===== src/rtl/uart_tx_sched_if.sv =====
// Bundle between the UART transmit scheduler, its requesters and the frame transmitter.
// master = scheduler side, slave = requesters/transmitter side.
interface uart_tx_sched_if #(
   parameter int NREQ = 4
);
   logic [NREQ-1:0]   req;
   logic [8*NREQ-1:0] req_data;
   logic [NREQ-1:0]   grant;
   logic              tx_send;
   logic [7:0]        tx_data;
   logic              tx_active;
   logic              tx_done;
   logic [2:0]        owner;
   logic              busy;
   logic              err;

   modport master (
      input  req, req_data, tx_active, tx_done,
      output grant, tx_send, tx_data, owner, busy, err
   );

   modport slave (
      output req, req_data, tx_active, tx_done,
      input  grant, tx_send, tx_data, owner, busy, err
   );
endinterface


===== src/rtl/uart_tx_sched.sv =====
// Round-robin scheduler sharing one UART transmitter among NREQ requesters.
// Optional frame watchdog enabled by defining UART_TX_SCHED_TIMEOUT_EN.
//
// state       | meaning
// S_IDLE      | arbitrate over req, starting after last_owner
// S_LOAD      | grant pulse, latch winner's byte, raise tx_send
// S_WAIT_ACT  | wait for transmitter to report busy (tx_done ignored)
// S_WAIT_DONE | wait for tx_done with tx_active low, then drop tx_send
// S_GAP       | one cycle with tx_send low before the next frame
module uart_tx_sched #(
   parameter int NREQ    = 4,
   parameter int TIMEOUT = 4096
) (
   input  logic            i_clk,
   input  logic            i_rst,
   uart_tx_sched_if.master bus
);
   typedef enum logic [2:0] {
      S_IDLE, S_LOAD, S_WAIT_ACT, S_WAIT_DONE, S_GAP
   } state_t;

   state_t          r_state;
   state_t          w_next;
   logic [2:0]      r_last_owner;
   logic [2:0]      r_winner;
   logic [2:0]      r_owner;
   logic [7:0]      r_tx_data;
   logic            r_tx_send;
   logic            r_busy;

   logic [3:0]      w_start;
   logic [NREQ-1:0] w_rot;
   logic [3:0]      w_off;
   logic [3:0]      w_sum;
   logic            w_any;
   logic [2:0]      w_winner;
   logic [7:0]      w_sel_data;
   logic [NREQ-1:0] w_grant;
   logic            w_frame_done;
   logic            w_tmo;

   // Rotate the request vector so bit 0 is the requester after last_owner.
   assign w_start = {1'b0, r_last_owner} + 4'd1;
   assign w_rot   = NREQ'({bus.req, bus.req} >> w_start);

   always_comb begin
      w_any = 1'b0;
      w_off = 4'd0;
      for (int j = NREQ - 1; j >= 0; j--) begin
         if (w_rot[j]) begin
            w_any = 1'b1;
            w_off = 4'(j);
         end
      end
      w_sum = w_start + w_off;
      if (w_sum >= 4'(NREQ)) w_sum = w_sum - 4'(NREQ);
      w_winner = w_sum[2:0];
   end

   assign w_sel_data   = 8'(bus.req_data >> {r_winner, 3'b000});
   assign w_frame_done = bus.tx_done && !bus.tx_active;

   always_ff @(posedge i_clk or negedge i_rst) begin
      if (!i_rst) r_state <= S_IDLE;
      else        r_state <= w_next;
   end

   always_comb begin
      w_next = r_state;
      case (r_state)
         S_IDLE:      if (w_any) w_next = S_LOAD;
         S_LOAD:      w_next = S_WAIT_ACT;
         S_WAIT_ACT: begin
            if (bus.tx_active) w_next = S_WAIT_DONE;
            else if (w_tmo)    w_next = S_GAP;
         end
         S_WAIT_DONE: if (w_frame_done || w_tmo) w_next = S_GAP;
         S_GAP:       w_next = S_IDLE;
         default:     w_next = S_IDLE;
      endcase
   end

   always_comb begin
      w_grant = '0;
      if (r_state == S_LOAD) w_grant = {{(NREQ-1){1'b0}}, 1'b1} << r_winner;
   end

   always_ff @(posedge i_clk or negedge i_rst) begin
      if (!i_rst) begin
         r_last_owner <= 3'(NREQ - 1);
         r_winner     <= 3'd0;
         r_owner      <= 3'd0;
         r_tx_data    <= 8'h00;
         r_tx_send    <= 1'b0;
         r_busy       <= 1'b0;
      end else begin
         case (r_state)
            S_IDLE: if (w_any) r_winner <= w_winner;
            S_LOAD: begin
               r_tx_data <= w_sel_data;
               r_owner   <= r_winner;
               r_tx_send <= 1'b1;
               r_busy    <= 1'b1;
            end
            S_WAIT_ACT, S_WAIT_DONE: begin
               if (w_next == S_GAP) begin
                  r_tx_send    <= 1'b0;
                  r_last_owner <= r_owner;
               end
            end
            S_GAP:   r_busy <= 1'b0;
            default: ;
         endcase
      end
   end

`ifdef UART_TX_SCHED_TIMEOUT_EN
   localparam int TW = $clog2(TIMEOUT + 1);

   logic [TW-1:0] r_tmr;
   logic          r_err;
   logic          w_waiting;

   assign w_waiting = (r_state == S_WAIT_ACT) || (r_state == S_WAIT_DONE);
   assign w_tmo     = w_waiting && (r_tmr == '0);

   // Terminal count reached after TIMEOUT cycles spent in the wait states.
   always_ff @(posedge i_clk or negedge i_rst) begin
      if (!i_rst) begin
         r_tmr <= '0;
         r_err <= 1'b0;
      end else begin
         if (r_state == S_LOAD)             r_tmr <= TW'(TIMEOUT - 1);
         else if (w_waiting && r_tmr != '0) r_tmr <= r_tmr - 1'b1;
         if ((r_state == S_WAIT_ACT && !bus.tx_active && w_tmo) ||
             (r_state == S_WAIT_DONE && !w_frame_done && w_tmo))
            r_err <= 1'b1;
      end
   end

   assign bus.err = r_err;
`else
   assign w_tmo   = 1'b0;
   assign bus.err = 1'b0;
`endif

   assign bus.grant   = w_grant;
   assign bus.tx_send = r_tx_send;
   assign bus.tx_data = r_tx_data;
   assign bus.owner   = r_owner;
   assign bus.busy    = r_busy;
endmodule


===== src/flat_wrapper.sv =====
// flat-port wrapper written by rule: the top's interface ports become plain ports
module uart_tx_sched_flat 
#(
   parameter int NREQ    = 4,
   parameter int TIMEOUT = 4096
)
  (i_clk, i_rst, bus_req, bus_req_data, bus_tx_active, bus_tx_done, bus_grant, bus_tx_send, bus_tx_data, bus_owner, bus_busy, bus_err);
  uart_tx_sched_if #(.NREQ(NREQ)) bus_i ();
  input  logic i_clk;
  input  logic i_rst;
  input wire logic [$bits(bus_i.req)-1:0] bus_req;
  input wire logic [$bits(bus_i.req_data)-1:0] bus_req_data;
  input wire logic [$bits(bus_i.tx_active)-1:0] bus_tx_active;
  input wire logic [$bits(bus_i.tx_done)-1:0] bus_tx_done;
  output wire logic [$bits(bus_i.grant)-1:0] bus_grant;
  output wire logic [$bits(bus_i.tx_send)-1:0] bus_tx_send;
  output wire logic [$bits(bus_i.tx_data)-1:0] bus_tx_data;
  output wire logic [$bits(bus_i.owner)-1:0] bus_owner;
  output wire logic [$bits(bus_i.busy)-1:0] bus_busy;
  output wire logic [$bits(bus_i.err)-1:0] bus_err;
  assign bus_i.req = bus_req;
  assign bus_i.req_data = bus_req_data;
  assign bus_i.tx_active = bus_tx_active;
  assign bus_i.tx_done = bus_tx_done;
  assign bus_grant = bus_i.grant;
  assign bus_tx_send = bus_i.tx_send;
  assign bus_tx_data = bus_i.tx_data;
  assign bus_owner = bus_i.owner;
  assign bus_busy = bus_i.busy;
  assign bus_err = bus_i.err;
  uart_tx_sched #(.NREQ(NREQ), .TIMEOUT(TIMEOUT)) u_core (.i_clk(i_clk), .i_rst(i_rst), .bus(bus_i));
endmodule

===== config.mk =====
export PLATFORM = sky130hd
export DESIGN_NAME = uart_tx_sched_flat
export DESIGN_NICKNAME = d
export VERILOG_FILES = /design/src/rtl/uart_tx_sched_if.sv /design/src/rtl/uart_tx_sched.sv /design/src/flat_wrapper.sv
export SDC_FILE = /design/constraint.sdc
export NUM_CORES = 1
export LEC_CHECK = 0
export ABC_CLOCK_PERIOD_IN_PS = 2800
export CORE_MARGIN = 1
export CORE_UTILIZATION = 40
export CTS_CLUSTER_DIAMETER = 50
export DETAILED_ROUTE_END_ITERATION = 8
export PLACE_DENSITY = 0.77
export SLEW_MARGIN = 5
export SYNTH_ARGS = -nofsm -noshare
export SYNTH_HDL_FRONTEND = slang
export SYNTH_SLANG_ARGS = --single-unit

===== constraint.sdc =====
create_clock -name i_clk -period 2.8 [get_ports i_clk]
set_clock_uncertainty 0.2 [all_clocks]
set_input_delay 0.42 -clock i_clk [delete_from_list [all_inputs] [get_ports i_clk]]
set_output_delay 0.42 -clock i_clk [all_outputs]
set_load 0.02 [all_outputs]

==> flow_summary.yaml <==
status:
  status: "completed"
critical_path:
  worstSetupStartpointType: "flip-flop"
  worst_path_max_delay_cell: "sky130_fd_sc_hd__clkdlybuf4s50_1"
  critical-path-max-stage-delay_ns: 0.67
  worstPathArrival_ns: 2.04
  timing.critical_path.depth: 4
  worst-path-max-fanout: 9
  timing.critical_path.max_delay_family: "buffers and inverters"
  worst_setup_path_end_kind: "primary output"
  worst-setup-path-type: "reg2out"
  crit_required_ns: 2.18
  reg2regPathDepth: 7
  timing.critical_path.cells: "nor2_1 > nand2_2 > nor4_1 > clkdlybuf4s50_1"
  regToRegStartpoint: "u_core.r_last_owner[0]"
  timing.reg2reg.setup_slack_ns: 0.15
  worstReg2RegEnd: "u_core.r_winner[1]"
  path_buf_inv: 1
clock_network:
  ctsRootBufferMaster: "sky130_fd_sc_hd__clkbuf_4"
  worstSkewPairLatency_ns: 0.31
  cts_resized: 1
  cts.hold.buffers_added: 0
  tritoncts: "yes"
  clock_sink_count: 22
  clkSlewWorstSetupHoldPaths_ns: 0.13
  cts_buf_count: 3
  cts_htree_levels: 1
  clk_path_buf_depth: 2
  post_cts.repair.setup_buffers: 0
sta:
  rsz_0062_raised_after_global_routing: "false"
  fin_crit_sh_pct: 95.1
  finalMaxSlewViolations: 0
  finalSetupViolations: 0
  timing.fmax_ghz: 0.376
  period_minus_slack_ns: 2.66
  hold_viol_final: 0
  whs_ns: 0.225
  final.setup.tns_ns: 0
flow_run:
  max_cap_violations: 0
yosys:
  async_flop_share_pct: 100
  yosys_warnings: 0
  synth.largest_area_cell: "sky130_fd_sc_hd__dfrtp_1"
  syn_area_um2: 1300
  synth_sequential_area_ratio_pct: 42.7
  synth.area.top_cells: "sky130_fd_sc_hd__dfrtp_1 (39%), sky130_fd_sc_hd__mux4_2 (14%), sky130_fd_sc_hd__a22o_1 (5.4%)"
  syn-mean-instance-area_um2: 11.1
  postSynth.topFlopCell: "sky130_fd_sc_hd__dfrtp_1"
  post_synthesis_net_count: 160
  count_of_flip_flops_with_a_built_in_enable_after_synthesis: 0
  synth.ff_latch_count: 22
  synth_cell_type_count: 37
  netlist_instances: 117
  synth_top_cell_area_share_pct: 38.6
route:
  dr_pass1_iterations: 4
  drtIter0Drc: 37
  drt_drc_violations_left: 0
  vias_per_cell: 5.22
  route.vias.total: 1185
  ant_nets: 0
  finalWirelength_um: 3340
  avgRoutedWirePerCell_um: 14.7
finish:
  final_net_count: 227
  mostFrequentLayoutCell: "sky130_fd_sc_hd__clkdlybuf4s50_1"
  multi_input_area_um2: 681
  drive_gt1_share_pct: 20.2
  layout.cells.most_common_list: "sky130_fd_sc_hd__clkdlybuf4s50_1 (53), sky130_fd_sc_hd__dfrtp_1 (20), sky130_fd_sc_hd__buf_4 (11)"
  n_antenna_cell: 0
  filler_cell_count: 252
  syn_to_final_growth_pct: 56.3
  sequential_cell_area_um2: 553
global_routing:
  global_route.overflow_total: 0
  grt_pass1_vias: 1281
  grt_first_pass_wirelength_um: 5750
  antenna_found_initial: 0
  grt.total_usage_pct: 22.5
  largest_net_degree_at_the_start_of_global_routing: 23
floorplanning:
  die_w_um: 58.9
  die_y_um: 58.9
  ios: 58
  initial_utilization_pct: 42.5
  placeableCoreArea_um2: 3050
  rows: 20
  fp.dieArea_um2: 3470
placement:
  place.port_buffers: 56
  dp_hpwl_um: 2720
  finalWeightedCongestion: 0.896
pwr:
  power.share.switching_pct: 37.8
  cell_internal_pwr_mw: 1.12
  share_seq_of_total_power_pct: 32.8
  power.switching_uw: 681
  share_comb_of_total_power_pct: 53.7
  p_leak_nw: 0.886
  clock_power_share_pct: 13.5
  power_density_nw_per_um2: 889
  worst_ir_drop_vdd_mv: 0.392
min_path:
  hold_path_class: "in2async"
worst max path at each step:
| stage | start | slack [ns] | endpoint |
|---|---|---|---|
| after CTS | u_core.r_state[1] | 0.05 | bus_grant[2] |
| after floorplan | u_core.r_last_owner[0] | 0.26 | u_core.r_winner[1] |
| after global routing | u_core.r_state[1] | 0.006 | bus_grant[0] |
| after detailed placement | bus_req[3] | -0.18 | u_core.r_winner[1] |
| after global placement | bus_req[3] | -0.13 | u_core.r_winner[1] |
| final | u_core.r_state[1] | 0.14 | bus_grant[0] |
area by class of cell:
type / count / area share (%)
clock buffer: 3 / 1.11
clock inverter: 1 / 1.48
inverter: 9 / 1.67
multi-input combinational: 81 / 33.6
sequential: 22 / 27.3
tap: 44 / 2.72
timing repair buffer: 67 / 32.1
registers in the layout, summed over array words and instances, names as in the netlist:
signal and flops:
u_core.r_winner 3, u_core.bus.busy 1, u_core.r_state 3, u_core.bus.tx_send 1, u_core.r_last_owner 3, u_core.bus.owner 3, u_core.bus.tx_data 8
metal layers:
metal | GRT usage [%] | part of all wire (%) | vias up | routed length (µm)
li1 | - | - | 559 | -
met1 | 25.6 | 39 | 585 | 1290
met2 | 41.6 | 56 | 37 | 1860
met3 | 4.84 | 3.8 | 4 | 127
met4 | 7.82 | 1.8 | 0 | 61
met5 | 0 | 0 | - | 0
kinds of logic after synthesis:
family	count (synthesis)	share of synthesized area, %
and+or+nand+nor	32	11.6
AOI/OAI and AO/OA	31	18.0
DFF	22	42.7
buffers and inverters	14	5.02
muxes	14	19.0
adders and majority gates	3	3.47
other	1	0.289
through the flow:
| stage | setup slack, ns | utilization [%] | std cells | power, mW | cell area [µm²] |
|---|---|---|---|---|---|
| 5_1_grt | 0.00550 | 66.4 | 227 | 1.93 | 2030 |
| 6_report | 0.137 | 66.4 | 227 | 1.80 | 2030 |
| 3_3_place_gp | -0.132 | 64.3 | 223 | 1.54 | 1960 |
| 3_5_place_dp | -0.176 | 64.3 | 223 | 1.57 | 1960 |
| 4_1_cts | 0.0503 | 66.1 | 227 | 1.82 | 2020 |
| 2_1_floorplan | 0.255 | - | 117 | 1.18 | 1300 |
synth_stat cells, drive strengths merged, types with 2 or more instances:
cell type	n
mux4	8
clkbuf	2
mux2	5
a21oi	6
dfstp	2
dfrtp	20
ha	2
nor4	2
a211oi	2
o21ai	9
nor3	3
nor2	12
a22o	8
nand3	3
inv	9
nand2	10
buf	3
power groups by stage:
stage	clock (mW)	sequential (mW)	combinational, mW
4_1_cts	0.250	0.591	0.978
3_5_place_dp	0	0.598	0.971
3_3_place_gp	0	0.591	0.948
6_report	0.243	0.591	0.968
2_1_floorplan	0	0.635	0.544
5_1_grt	0.258	0.611	1.06
Note: power is estimated with default switching activity, not from simulation.
